File: src/rtl/info_serializer_if.sv
// Word-in / beat-out handshake bundle for info_serializer.
// The serializer takes the slave view; the upstream/downstream environment takes the master view.
interface info_serializer_if #(
   parameter int DATA_W = 128,
   parameter int OUT_W  = 8
);
   logic              in_valid;
   logic              in_ready;
   logic [DATA_W-1:0] in_data;
   logic              out_valid;
   logic              out_ready;
   logic [OUT_W-1:0]  out_data;
   logic              out_last;
   logic              crc_ok;
   logic              busy;

   modport slave (
      input  in_valid, in_data, out_ready,
      output in_ready, out_valid, out_data, out_last, crc_ok, busy
   );

   modport master (
      output in_valid, in_data, out_ready,
      input  in_ready, out_valid, out_data, out_last, crc_ok, busy
   );
endinterface

File: src/rtl/info_serializer.sv
// Streams a decoded information word out MSB-first as OUT_W-bit beats with a last marker.
// Optional CRC-8 word check enabled by defining INFO_SERIALIZER_CRC_CHECK_EN.
//
// state | meaning
// IDLE  | no word held, ready for a new word
// SHIFT | word held, beats being presented on out_data
module info_serializer #(
   parameter int DATA_W = 128,
   parameter int OUT_W  = 8
) (
   input logic              clk,
   input logic              rst,
   info_serializer_if.slave bus
);
   localparam int BEATS = DATA_W / OUT_W;
   localparam int CNT_W = $clog2(BEATS);
   localparam logic [CNT_W-1:0] CNT_PRELAST = CNT_W'(BEATS - 2);

   typedef enum logic {IDLE, SHIFT} state_t;

   state_t            r_state;
   logic [DATA_W-1:0] r_shift;
   logic [CNT_W-1:0]  r_beat_cnt;
   logic              r_out_valid;
   logic              r_out_last;
   logic              r_crc_ok;

   logic w_adv;
   logic w_fin_hs;
   logic w_load;
   logic w_crc_ok;

   assign w_adv        = r_out_valid && bus.out_ready;
   assign w_fin_hs     = w_adv && r_out_last;
   assign bus.in_ready = (r_state == IDLE) || w_fin_hs;
   assign w_load       = bus.in_valid && bus.in_ready;

`ifdef INFO_SERIALIZER_CRC_CHECK_EN
   // CRC-8 poly 0x07, init 0, MSB-first, over everything above the check byte
   function automatic logic [7:0] crc8(input logic [DATA_W-1:8] d);
      logic [7:0] c;
      logic       fb;
      c = 8'h00;
      for (int i = DATA_W - 1; i >= 8; i--) begin
         fb = c[7] ^ d[i];
         c  = {c[6:0], 1'b0} ^ (fb ? 8'h07 : 8'h00);
      end
      return c;
   endfunction

   assign w_crc_ok = (crc8(bus.in_data[DATA_W-1:8]) == bus.in_data[7:0]);
`else
   assign w_crc_ok = 1'b1;
`endif

   always_ff @(posedge clk or posedge rst) begin
      if (rst) begin
         r_state     <= IDLE;
         r_shift     <= '0;
         r_beat_cnt  <= '0;
         r_out_valid <= 1'b0;
         r_out_last  <= 1'b0;
         r_crc_ok    <= 1'b0;
      end else if (w_load) begin
         // covers both a fresh start from IDLE and a bubble-free reload on the final beat
         r_state     <= SHIFT;
         r_shift     <= bus.in_data;
         r_beat_cnt  <= '0;
         r_out_valid <= 1'b1;
         r_out_last  <= (BEATS == 1);
         r_crc_ok    <= w_crc_ok;
      end else if (w_adv) begin
         r_shift <= {r_shift[DATA_W-OUT_W-1:0], {OUT_W{1'b0}}};
         if (r_out_last) begin
            r_state     <= IDLE;
            r_out_valid <= 1'b0;
            r_out_last  <= 1'b0;
            r_crc_ok    <= 1'b0;
         end else begin
            r_beat_cnt <= r_beat_cnt + 1'b1;
            r_out_last <= (r_beat_cnt == CNT_PRELAST);
         end
      end
   end

   assign bus.out_valid = r_out_valid;
   assign bus.out_data  = r_shift[DATA_W-1 -: OUT_W];
   assign bus.out_last  = r_out_last;
   assign bus.crc_ok    = r_crc_ok;
   assign bus.busy      = (r_state == SHIFT);
endmodule

File: src/flat_wrapper.sv
// flat-port wrapper written by rule: the top's interface ports become plain ports
module info_serializer_flat 
#(
   parameter int DATA_W = 128,
   parameter int OUT_W  = 8
)
  (clk, rst, bus_in_valid, bus_in_data, bus_out_ready, bus_in_ready, bus_out_valid, bus_out_data, bus_out_last, bus_crc_ok, bus_busy);
  info_serializer_if #(.DATA_W(DATA_W), .OUT_W(OUT_W)) bus_i ();
  input logic clk;
  input logic rst;
  input wire logic [$bits(bus_i.in_valid)-1:0] bus_in_valid;
  input wire logic [$bits(bus_i.in_data)-1:0] bus_in_data;
  input wire logic [$bits(bus_i.out_ready)-1:0] bus_out_ready;
  output wire logic [$bits(bus_i.in_ready)-1:0] bus_in_ready;
  output wire logic [$bits(bus_i.out_valid)-1:0] bus_out_valid;
  output wire logic [$bits(bus_i.out_data)-1:0] bus_out_data;
  output wire logic [$bits(bus_i.out_last)-1:0] bus_out_last;
  output wire logic [$bits(bus_i.crc_ok)-1:0] bus_crc_ok;
  output wire logic [$bits(bus_i.busy)-1:0] bus_busy;
  assign bus_i.in_valid = bus_in_valid;
  assign bus_i.in_data = bus_in_data;
  assign bus_i.out_ready = bus_out_ready;
  assign bus_in_ready = bus_i.in_ready;
  assign bus_out_valid = bus_i.out_valid;
  assign bus_out_data = bus_i.out_data;
  assign bus_out_last = bus_i.out_last;
  assign bus_crc_ok = bus_i.crc_ok;
  assign bus_busy = bus_i.busy;
  info_serializer #(.DATA_W(DATA_W), .OUT_W(OUT_W)) u_core (.clk(clk), .rst(rst), .bus(bus_i));
endmodule
File: config.mk
export PLATFORM = sky130hd
export DESIGN_NAME = info_serializer_flat
export DESIGN_NICKNAME = d
export VERILOG_FILES = /design/src/rtl/info_serializer_if.sv /design/src/rtl/info_serializer.sv /design/src/flat_wrapper.sv
export SDC_FILE = /design/constraint.sdc
export NUM_CORES = 1
export LEC_CHECK = 0
export ABC_AREA = 1
export BUFFER_PORTS_ARGS = -buffer_cell sky130_fd_sc_hd__buf_2
export CAP_MARGIN = 25
export CORE_UTILIZATION = 30
export DETAILED_ROUTE_END_ITERATION = 7
export GPL_ROUTABILITY_DRIVEN = 0
export SLEW_MARGIN = 5
export SYNTH_ARGS = -nofsm -noshare
export SYNTH_HDL_FRONTEND = slang
export SYNTH_SLANG_ARGS = --single-unit
File: constraint.sdc
create_clock -name clk -period 5.3 [get_ports clk]
set_clock_uncertainty 0.05 [all_clocks]
set_input_delay 0.53 -clock clk [delete_from_list [all_inputs] [get_ports clk]]
set_output_delay 0.53 -clock clk [all_outputs]
set_load 0.01 [all_outputs]
==> results.json, run 1 <==
{
  "fin_nets": 1220,
  "critPathCaptureType": "register",
  "antenna_found_initial": 0,
  "h-tree-depth": 4,
  "layout_min_cycle_time_ns": 2.82,
  "synth-async-reset-ratio_pct": 100,
  "startpoint": "u_core.bus.out_valid$_DFFE_PP0P_",
  "top_layer_used": "met4",
  "cap_violations": 0,
  "die_height_um": 159,
  "grt_usage_pct": 15.7,
  "ys_types": 16,
  "post-place-ws_ns": 2.33,
  "r2r_setup_slack_ns": 2.48,
  "finalSetupViolations": 0,
  "dr.pass1.iters": 5,
  "wl_mm": 19.0,
  "cts_setup_buffers": 0,
  "grt_max_degree": 100,
  "layout-drive-gt1-share_pct": 17.1,
  "cts-root-buf": "clkbuf_16",
  "port_buffers": 144,
  "grt_overflow_total": 0,
  "syn-num-nets": 1140,
  "netlist_area_um2": 7380,
  "synthCells": 1006,
  "tightestPinTransition_ns": 0.915,
  "p_clk_share_pct": 27.2,
  "start_util_pct": 30.4,
  "min_period_over_period_pct": 53.1,
  "slew_viol_final": 0,
  "reg2reg_from": "u_core.bus.out_valid$_DFFE_PP0P_",
  "synthTopCellsByArea": "dfrtp_1 (45%), nand2_1 (26%), nand3b_1 (12%), nand3_1 (9.0%), buf_2 (3.4%)",
  "drc": 0,
  "clock_sinks": 134,
  "cts.clk_slew.worst_paths_ns": 0.06,
  "grt_pass1_wl_mm": 32.1,
  "peakVddDrop_mv": 0.223,
  "yosysTopAreaCell": "dfrtp_1",
  "switching_power_uw": 1810,
  "io_pins": 145,
  "crit_arrival_ns": 3.11,
  "rsz0062_at_grt": "no",
  "coreArea_um2": 24200,
  "slew_headroom_pct": 39.0,
  "synthTopCellsByCount": "nand2_1 (507), dfrtp_1 (134), nand3_1 (132), nand3b_1 (120), buf_2 (50)",
  "status": "completed",
  "p_int_uw": 2920,
  "yosys_warnings": 0,
  "p_total_uw": 4740,
  "drtIter0Drc": 414,
  "crit_fanout": 75,
  "yosysMostFrequentCell": "nand2_1",
  "avgSynthCellArea_um2": 7.34,
  "finalHoldViolCount": 0,
  "clockBufferDepth": 2,
  "clock_latency_ns": 0.41,
  "rows": 57,
  "fmax_ghz": 0.355,
  "die_area_um2": 25200,
  "area_growth_pct": 19.1,
  "ys.flop_type": "dfrtp_1",
  "die_w_um": 159,
  "setup.worst_path.start_class": "register",
  "wl_met2_mm": 9.09,
  "power_density_nw_per_um2": 539,
  "critPathRequiredTime_ns": 5.60,
  "worst_slack_ns": 2.48,
  "wl_met1_mm": 9.06,
  "grt_pass1_vias": 6474,
  "synth_edf_count": 0,
  "sequentialPowerShare_pct": 37.2,
  "swShare_pct": 38.3,
  "crit_type": "register to register",
  "p_leak_uw": 0.00483,
  "cts_resized": 0,
  "postCtsHoldBufs": 0,
  "synth_seq_area_share_pct": 45.4,
  "ant_nets": 0,
  "detailedPlacementHpwl_mm": 11.7,
  "antenna_cells": 0,
  "setup_tns_ns": 0,
  "vias_per_cell": 4.67,
  "hold_path.class": "input port to asynchronous set/reset pin",
  "post_drt_wl_per_cell_um": 13.4,
  "numCtsBuffers": 17,
  "netlist.area_leader.share_pct": 45.4,
  "wl_met3_um": 687,
  "cts_tree": "built",
  "power_frac_comb_pct": 35.6,
  "ys_seq_elements": 134,
  "num_vias": 6640
}
==> worst paths after layout <==
check,to,cells past startpoint
max,u_core.r_shift[87]$_DFFE_PP0P_,7
min,u_core.r_shift[125]$_DFFE_PP0P_,2
max reg2reg,u_core.r_shift[87]$_DFFE_PP0P_,7
min reg2reg,u_core.r_shift[127]$_DFFE_PP0P_,2
max in group asynchronous,u_core.r_shift[27]$_DFFE_PP0P_,3
min in group clk,u_core.r_shift[3]$_DFFE_PP0P_,3
==> power by group through the flow <==
stage	logic [µW]	clock network (µW)	registers, µW
finish	1690	1290	1760
detailed placement	1720	0	1780
CTS	1730	1320	1760
global route	1990	1370	1820
floorplan	1420	0	1700
global placement	1690	0	1770
==> layer usage <==
metal | GRT usage [%] | vias up
li1 | - | 3363
met1 | 20.9 | 3134
met2 | 25.8 | 132
met3 | 3.06 | 11
met4 | 4.06 | 0
met5 | 0 | -
==> sequential cells by signal, indices dropped and copies added, names as in the netlist <==
register              count
u_core.r_beat_cnt         4
u_core.bus.out_valid      1
u_core.r_shift          128
u_core.bus.out_last       1
==> layout by cell type, fill, tap and decap left out, types with 2 or more instances in the layout <==
cell	netlist	layout
nand2_1	507	506
buf_2	50	143
dfrtp_1	134	134
nand3_1	132	132
nand3b_1	120	120
clkbuf_16	0	17
nor2_1	8	8
buf_4	13	8
bufinv_16	0	5
inv_1	5	4
clkinvlp_4	0	4
nand2_4	0	3
clkinv_2	0	3
inv_6	0	2
ha_1	2	2
clkbuf_1	16	2
==> cell type report <==
cell class | instances | area (µm²)
Clock buffer | 19 | 433
Clock inverter | 13 | 204
Fill cell | 2632 | 15500
Inverter | 7 | 33.8
Multi-Input combinational cell | 774 | 3560
Sequential cell | 134 | 3350
Tap cell | 324 | 405
Timing Repair Buffer | 152 | 796
==> critical path: stages, from the launching register on <==
cell,delay (ns)
dfrtp_1,0.48
nand2_4,0.47
inv_4,0.77
buf_4,0.56
nand2_1,0.11
nand2_1,0.09
nand2_1,0.07
nand2_1,0.06
==> stage by stage <==
stage | util [%] | hold WS, ns | instance area, µm² | instances
after floorplan | - | 0.419 | 7380 | 1006
after global placement | 33.6 | 0.435 | 8150 | 1391
after detailed placement | 33.6 | 0.440 | 8150 | 1391
after CTS | 36.2 | 0.247 | 8790 | 1423
after global routing | 36.2 | 0.255 | 8790 | 1423
final | 36.2 | 0.234 | 8790 | 1423
==> cells by family (layout without fill, tap and decap cells) <==
logic type / Yosys count / count (layout) / share of synthesized area [%]
AO/OA/AOI/OAI: 3 / 3 / 0.203
adder cells (fa/ha/maj): 2 / 2 / 0.339
buffers and inverters: 98 / 191 / 6.49
flip-flops: 134 / 134 / 45.4
AND/OR/NAND/NOR: 769 / 769 / 47.5
(Power assumes the default switching activity.)
==> inputs of run 2 (changes only) <==
==> constraint.sdc (replaced) <==
create_clock -name clk -period 2.3 [get_ports clk]
set_clock_uncertainty 0.05 [all_clocks]
set_input_delay 0.23 -clock clk [delete_from_list [all_inputs] [get_ports clk]]
set_output_delay 0.23 -clock clk [all_outputs]
set_load 0.01 [all_outputs]
==> results.json, run 2 (same netlist as run 1, synthesis figures left out) <==
{
  "coreArea_um2": 24200,
  "hold_path.class": "input port to register",
  "setup_tns_ns": 0,
  "num_vias": 6725,
  "layout_min_cycle_time_ns": 1.98,
  "swShare_pct": 39.9,
  "cts_tree": "built",
  "ant_nets": 0,
  "slew_viol_final": 0,
  "clock_sinks": 134,
  "fin_cells": 1439,
  "grt_pass1_vias": 6686,
  "grt_usage_pct": 15.9,
  "crit_type": "register to output port",
  "detailedPlacementHpwl_mm": 12.0,
  "switching_power_uw": 4280,
  "wl_met3_um": 721,
  "cap_violations": 0,
  "hold_depth": 4,
  "vias_per_cell": 4.67,
  "critPathRequiredTime_ns": 2.02,
  "reg_top3": "u_core.r_shift x128, u_core.r_beat_cnt x4",
  "status": "completed",
  "final_cell_mix": "nand2_1 (506), buf_2 (143), dfrtp_1 (134), nand3_1 (132), nand3b_1 (120)",
  "worstHoldStart": "bus_in_data[36]",
  "crit_fanout": 122,
  "port_buffers": 144,
  "top_layer_used": "met4",
  "peakVddDrop_mv": 0.682,
  "h-tree-depth": 4,
  "numCtsBuffers": 17,
  "r2r_end": "u_core.r_shift[102]$_DFFE_PP0P_",
  "crit_arrival_ns": 1.70,
  "layout_commonest_cell": "nand2_1",
  "layout-drive-gt1-share_pct": 17.6,
  "rows": 57,
  "io_pins": 145,
  "largest_reg_flops": 128,
  "setup.worst_path.start_class": "register",
  "grt_max_degree": 123,
  "p_clk_share_pct": 24.2,
  "clockBufferDepth": 2,
  "hold_end": "u_core.r_shift[36]$_DFFE_PP0P_",
  "fmax_ghz": 0.506,
  "critPathCaptureType": "output port",
  "largest_register": "u_core.r_shift",
  "post_drt_wl_per_cell_um": 13.4,
  "dr.pass1.iters": 5,
  "p_leak_uw": 0.00490,
  "dp.cells": 1398,
  "wl_mm": 19.3,
  "grt_overflow_total": 0,
  "tightestPinTransition_ns": 0.767,
  "finalHoldViolCount": 0,
  "cts_setup_buffers": 0,
  "rsz0062_at_grt": "no",
  "cts_resized": 0,
  "power_density_nw_per_um2": 1200,
  "antenna_found_initial": 0,
  "finalSetupViolations": 0,
  "die_w_um": 159,
  "die_height_um": 159,
  "fin_nets": 1236,
  "min_period_over_period_pct": 85.9,
  "die_area_um2": 25200,
  "clock_latency_ns": 0.42,
  "cts-root-buf": "clkbuf_16",
  "drtIter0Drc": 469,
  "reg2reg_from": "u_core.bus.out_last$_DFFE_PP0P_",
  "r2r_setup_slack_ns": 0.66,
  "drc": 0,
  "cts.clk_slew.worst_paths_ns": 0.06,
  "sequentialPowerShare_pct": 37.9,
  "grt_pass1_wl_mm": 32.7,
  "wl_met1_mm": 9.15,
  "slew_headroom_pct": 48.8,
  "ff2ff_path_depth": 7,
  "wl_met2_mm": 9.33,
  "power_frac_comb_pct": 37.9,
  "antenna_cells": 0,
  "p_int_uw": 6450,
  "start_util_pct": 30.4,
  "area_growth_pct": 21.7
}
run 2: changes by cell type in the layout (fill, tap and decap cells not counted), sizes merged, moves of 4 or more:
cell	change
dlygate4sd3	+9
buf	+7
clkinv	+5
bufinv	-4
run 2: metal layers:
metal	global-route usage [%]	vias up
li1	-	3405
met1	21.1	3183
met2	26.5	129
met3	3.06	8
met4	3.93	0
met5	0	-
run 2: final cells by class:
| cell class | count | area (µm²) |
|---|---|---|
| fillers | 2647 | 15300 |
| clock inverters | 14 | 131 |
| repair buffers | 168 | 1060 |
| multi-input cells | 774 | 3560 |
| flip-flops and latches | 134 | 3350 |
| inverters | 7 | 32.5 |
| well taps | 324 | 405 |
| clock buffers | 18 | 429 |
run 2: what timing repair did:
action | in CTS | in global routing
endpoints found under the hold margin | 25 | 0
hold buffers | 9 | 0
endpoints found under the setup margin | 0 | 0
run 2: worst max-delay path by stage:
| stage | from | to | slack [ns] | cells past startpoint |
|---|---|---|---|---|
| 2_1_floorplan | rst | u_core.bus.out_last$_DFFE_PP0P_ | 0.35 | 1 |
| 3_3_place_gp | u_core.bus.out_last$_DFFE_PP0P_ | u_core.r_shift[102]$_DFFE_PP0P_ | 0.67 | 7 |
| 3_5_place_dp | u_core.bus.out_last$_DFFE_PP0P_ | u_core.r_shift[102]$_DFFE_PP0P_ | 0.64 | 7 |
| 4_1_cts | u_core.bus.out_last$_DFFE_PP0P_ | bus_in_ready | 0.30 | 4 |
| 5_1_grt | u_core.bus.out_last$_DFFE_PP0P_ | bus_in_ready | 0.19 | 4 |
| 6_report | u_core.bus.out_last$_DFFE_PP0P_ | bus_in_ready | 0.32 | 4 |
run 2: power by group through the flow:
stage / Combinational [µW] / Sequential (µW) / Clock [µW]
3_5_place_dp: 4140 / 4100 / 0
3_3_place_gp: 4060 / 4070 / 0
4_1_cts: 4160 / 4070 / 2680
6_report: 4070 / 4060 / 2600
2_1_floorplan: 3270 / 3930 / 0
5_1_grt: 4790 / 4190 / 2770
run 2: stage by stage:
step / worst slack (ns) / power (µW) / hold WS, ns / cell area (µm²) / utilization [%]
floorplan: 0.355 / 7200 / 0.297 / 7380 / -
global placement: 0.670 / 8120 / 0.242 / 8330 / 34.3
detailed placement: 0.640 / 8240 / 0.247 / 8330 / 34.3
CTS: 0.299 / 10900 / 0.0241 / 8980 / 37.0
global route: 0.185 / 11800 / 0.0462 / 8980 / 37.0
finish: 0.324 / 10700 / 0.0366 / 8980 / 37.0
run 2: worst max-delay path, cell delays in order (launching register included):
cell	delay (ns)
dfrtp_1	0.40
nand2_1	0.11
nand2_4	0.10
buf_12	0.42
buf_2	0.22
==> inputs of run 3 (changes only) <==
--- a/config.mk
+++ b/config.mk
@@ -5,10 +5,10 @@
 export SDC_FILE = /design/constraint.sdc
 export NUM_CORES = 1
 export LEC_CHECK = 0
-export ABC_AREA = 1
 export BUFFER_PORTS_ARGS = -buffer_cell sky130_fd_sc_hd__buf_2
 export CAP_MARGIN = 25
 export CORE_UTILIZATION = 30
+export CTS_CLUSTER_SIZE = 30
 export DETAILED_ROUTE_END_ITERATION = 7
 export GPL_ROUTABILITY_DRIVEN = 0
 export SLEW_MARGIN = 5
==> results.json, run 3 <==
{
  "cts-root-buf": "clkbuf_16",
  "yosysMostFrequentCell": "dfrtp_1",
  "status": "finished with violations",
  "power_density_nw_per_um2": 1000,
  "netlist_area_um2": 6650,
  "whs_ns": -0.0106,
  "peakVddDrop_mv": 0.435,
  "p_leak_uw": 0.00408,
  "synth_fa_ha_area_share_pct": 0.376,
  "slew_headroom_pct": 51.3,
  "crit_fanout": 130,
  "rsz0062_at_grt": "no",
  "num_vias": 5032,
  "grt_max_degree": 135,
  "synthCells": 610,
  "cts.clk_slew.worst_paths_ns": 0.06,
  "critPathCaptureType": "output port",
  "synth_simple_gate_area_share_pct": 11.2,
  "setup.worst_path.start_class": "register",
  "yosys_warnings": 0,
  "hold_path.class": "input port to asynchronous set/reset pin",
  "synth_xor_area_share_pct": 0.263,
  "port_buffers": 144,
  "clock_sinks": 134,
  "cts_tree": "built",
  "violations": "negative hold slack",
  "regArea_um2": 3350,
  "ys_seq_elements": 134,
  "synth_top_family_by_area": "multiplexers",
  "clockBufferDepth": 2,
  "ff2ff_path_depth": 4,
  "cap_violations": 0,
  "crit_type": "register to output port",
  "vias_per_cell": 4.80,
  "multiInputGateArea_um2": 2930,
  "antenna_found_initial": 0,
  "netlist.area_leader.share_pct": 50.4,
  "cts_resized": 0,
  "die_height_um": 151,
  "synth.area.mux_share_pct": 18.1,
  "reg_top3": "u_core.r_shift x128, u_core.r_beat_cnt x4",
  "fin_nets": 890,
  "io_pins": 145,
  "dr.pass1.iters": 4,
  "coreArea_um2": 21800,
  "min_period_over_period_pct": 90.1,
  "ant_nets": 0,
  "grt_pass1_wl_mm": 27.2,
  "drc": 0,
  "finalHoldViolCount": 6,
  "fmax_ghz": 0.482,
  "slew_viol_final": 0,
  "synthTopCellsByArea": "dfrtp_1 (50%), mux2i_1 (18%), nand3_1 (9.8%), o21ai_2 (8.6%), o21ai_0 (4.8%)",
  "largest_reg_flops": 128,
  "largest_register": "u_core.r_shift",
  "area_growth_pct": 29.3,
  "critPathRequiredTime_ns": 2.02,
  "final_cell_mix": "buf_2 (143), dfrtp_1 (134), nand3_1 (130), mux2i_1 (120), o21ai_2 (65)",
  "synth_compound_area_share_pct": 13.9,
  "post_drt_wl_per_cell_um": 16.2,
  "layout-drive-gt1-share_pct": 34.3,
  "clock_latency_ns": 0.42,
  "ys.flop_type": "dfrtp_1",
  "fill_cells": 2156,
  "synth_edf_count": 0,
  "grt_overflow_total": 0,
  "drtIter0Drc": 227,
  "worst_slack_ns": 0.227,
  "layout_commonest_cell": "buf_2",
  "setup_tns_ns": 0,
  "post-place-ws_ns": 0.547,
  "antenna_cells": 0,
  "crit_arrival_ns": 1.79,
  "die_w_um": 151,
  "grt_usage_pct": 15.8,
  "detailedPlacementHpwl_mm": 10.9,
  "h-tree-depth": 4,
  "die_area_um2": 22800,
  "finalSetupViolations": 0,
  "avgSynthCellArea_um2": 10.9,
  "ys_types": 24,
  "numCtsBuffers": 17,
  "layout_min_cycle_time_ns": 2.07,
  "synth_seq_area_share_pct": 50.4,
  "grt_pass1_vias": 5020,
  "synthTopCellsByCount": "dfrtp_1 (134), nand3_1 (130), mux2i_1 (120), o21ai_2 (65), o21ai_0 (64)",
  "rows": 54,
  "tightestPinTransition_ns": 0.730,
  "wl_mm": 17.0,
  "start_util_pct": 30.6,
  "syn-num-nets": 744,
  "synth-async-reset-ratio_pct": 100,
  "yosysTopAreaCell": "dfrtp_1"
}
==> run 3: final cells by class <==
cell class | instances | area share, %
Sequential cell | 134 | 39.0
Multi-Input combinational cell | 407 | 34.1
Timing Repair Buffer | 194 | 15.1
Clock buffer | 21 | 5.59
Tap cell | 280 | 4.07
Clock inverter | 11 | 1.98
Inverter | 2 | 0.131
==> run 3: power breakdown <==
part | switching (µW) | leakage (µW) | internal, µW
sequential | 546 | 0.00181 | 3170
clock | 1050 | 0.000312 | 1930
combinational | 979 | 0.00196 | 944
total | 2570 | 0.00408 | 6050
==> run 3: metrics by stage <==
step	instances	util (%)	hold slack (ns)	power, µW	instance area (µm²)
after floorplan	610	-	0.327	5070	6660
after global placement	981	34.9	0.419	5600	7590
after detailed placement	981	34.9	0.422	5680	7590
after CTS	1049	39.5	0.0000144	8750	8600
after global routing	1049	39.5	0.00166	9170	8600
final	1049	39.5	-0.0106	8620	8600
==> run 3: cell families after synthesis <==
family / count (synthesis)
and+or+nand+nor: 150
DFF: 134
AOI/OAI and AO/OA: 133
muxes: 120
buffers and inverters: 69
xor gates and xnor gates: 2
adders and majority gates: 2
==> run 3: worst max-delay path: stages, from the launching register on <==
cell and delay [ns]:
dfrtp_1 0.46, a21bo_4 0.23, buf_12 0.43, buf_2 0.23
==> run 3: path summary, 6_finish.rpt <==
check,startpoint,end,slack [ns]
worst min-delay path,rst,u_core.r_shift[116]$_DFFE_PP0P_,-0.01
worst max register to register,u_core.bus.out_valid$_DFFE_PP0P_,u_core.r_shift[3]$_DFFE_PP0P_,0.55
worst max-delay path,u_core.bus.out_valid$_DFFE_PP0P_,bus_in_ready,0.23
max in group asynchronous,rst,u_core.r_shift[58]$_DFFE_PP0P_,1.69
worst min register to register,u_core.r_shift[0]$_DFFE_PP0P_,u_core.r_shift[0]$_DFFE_PP0P_,0.49
min in group clk,bus_in_data[121],u_core.r_shift[121]$_DFFE_PP0P_,0.01
==> run 3: per-layer routing <==
metal	wire length [µm]	vias to the layer above	GRT usage (%)
met1	8370	2413	22.0
met4	235	0	4.85
li1	-	2486	-
met5	0	-	0
met3	702	15	3.83
met2	7640	118	24.0
==> run 3: timing repair <==
item / 4_1_cts / 5_1_grt
hold buffers: 36 / 0
hold endpoints to repair: 36 / 0
buffers inserted: 0 / 0
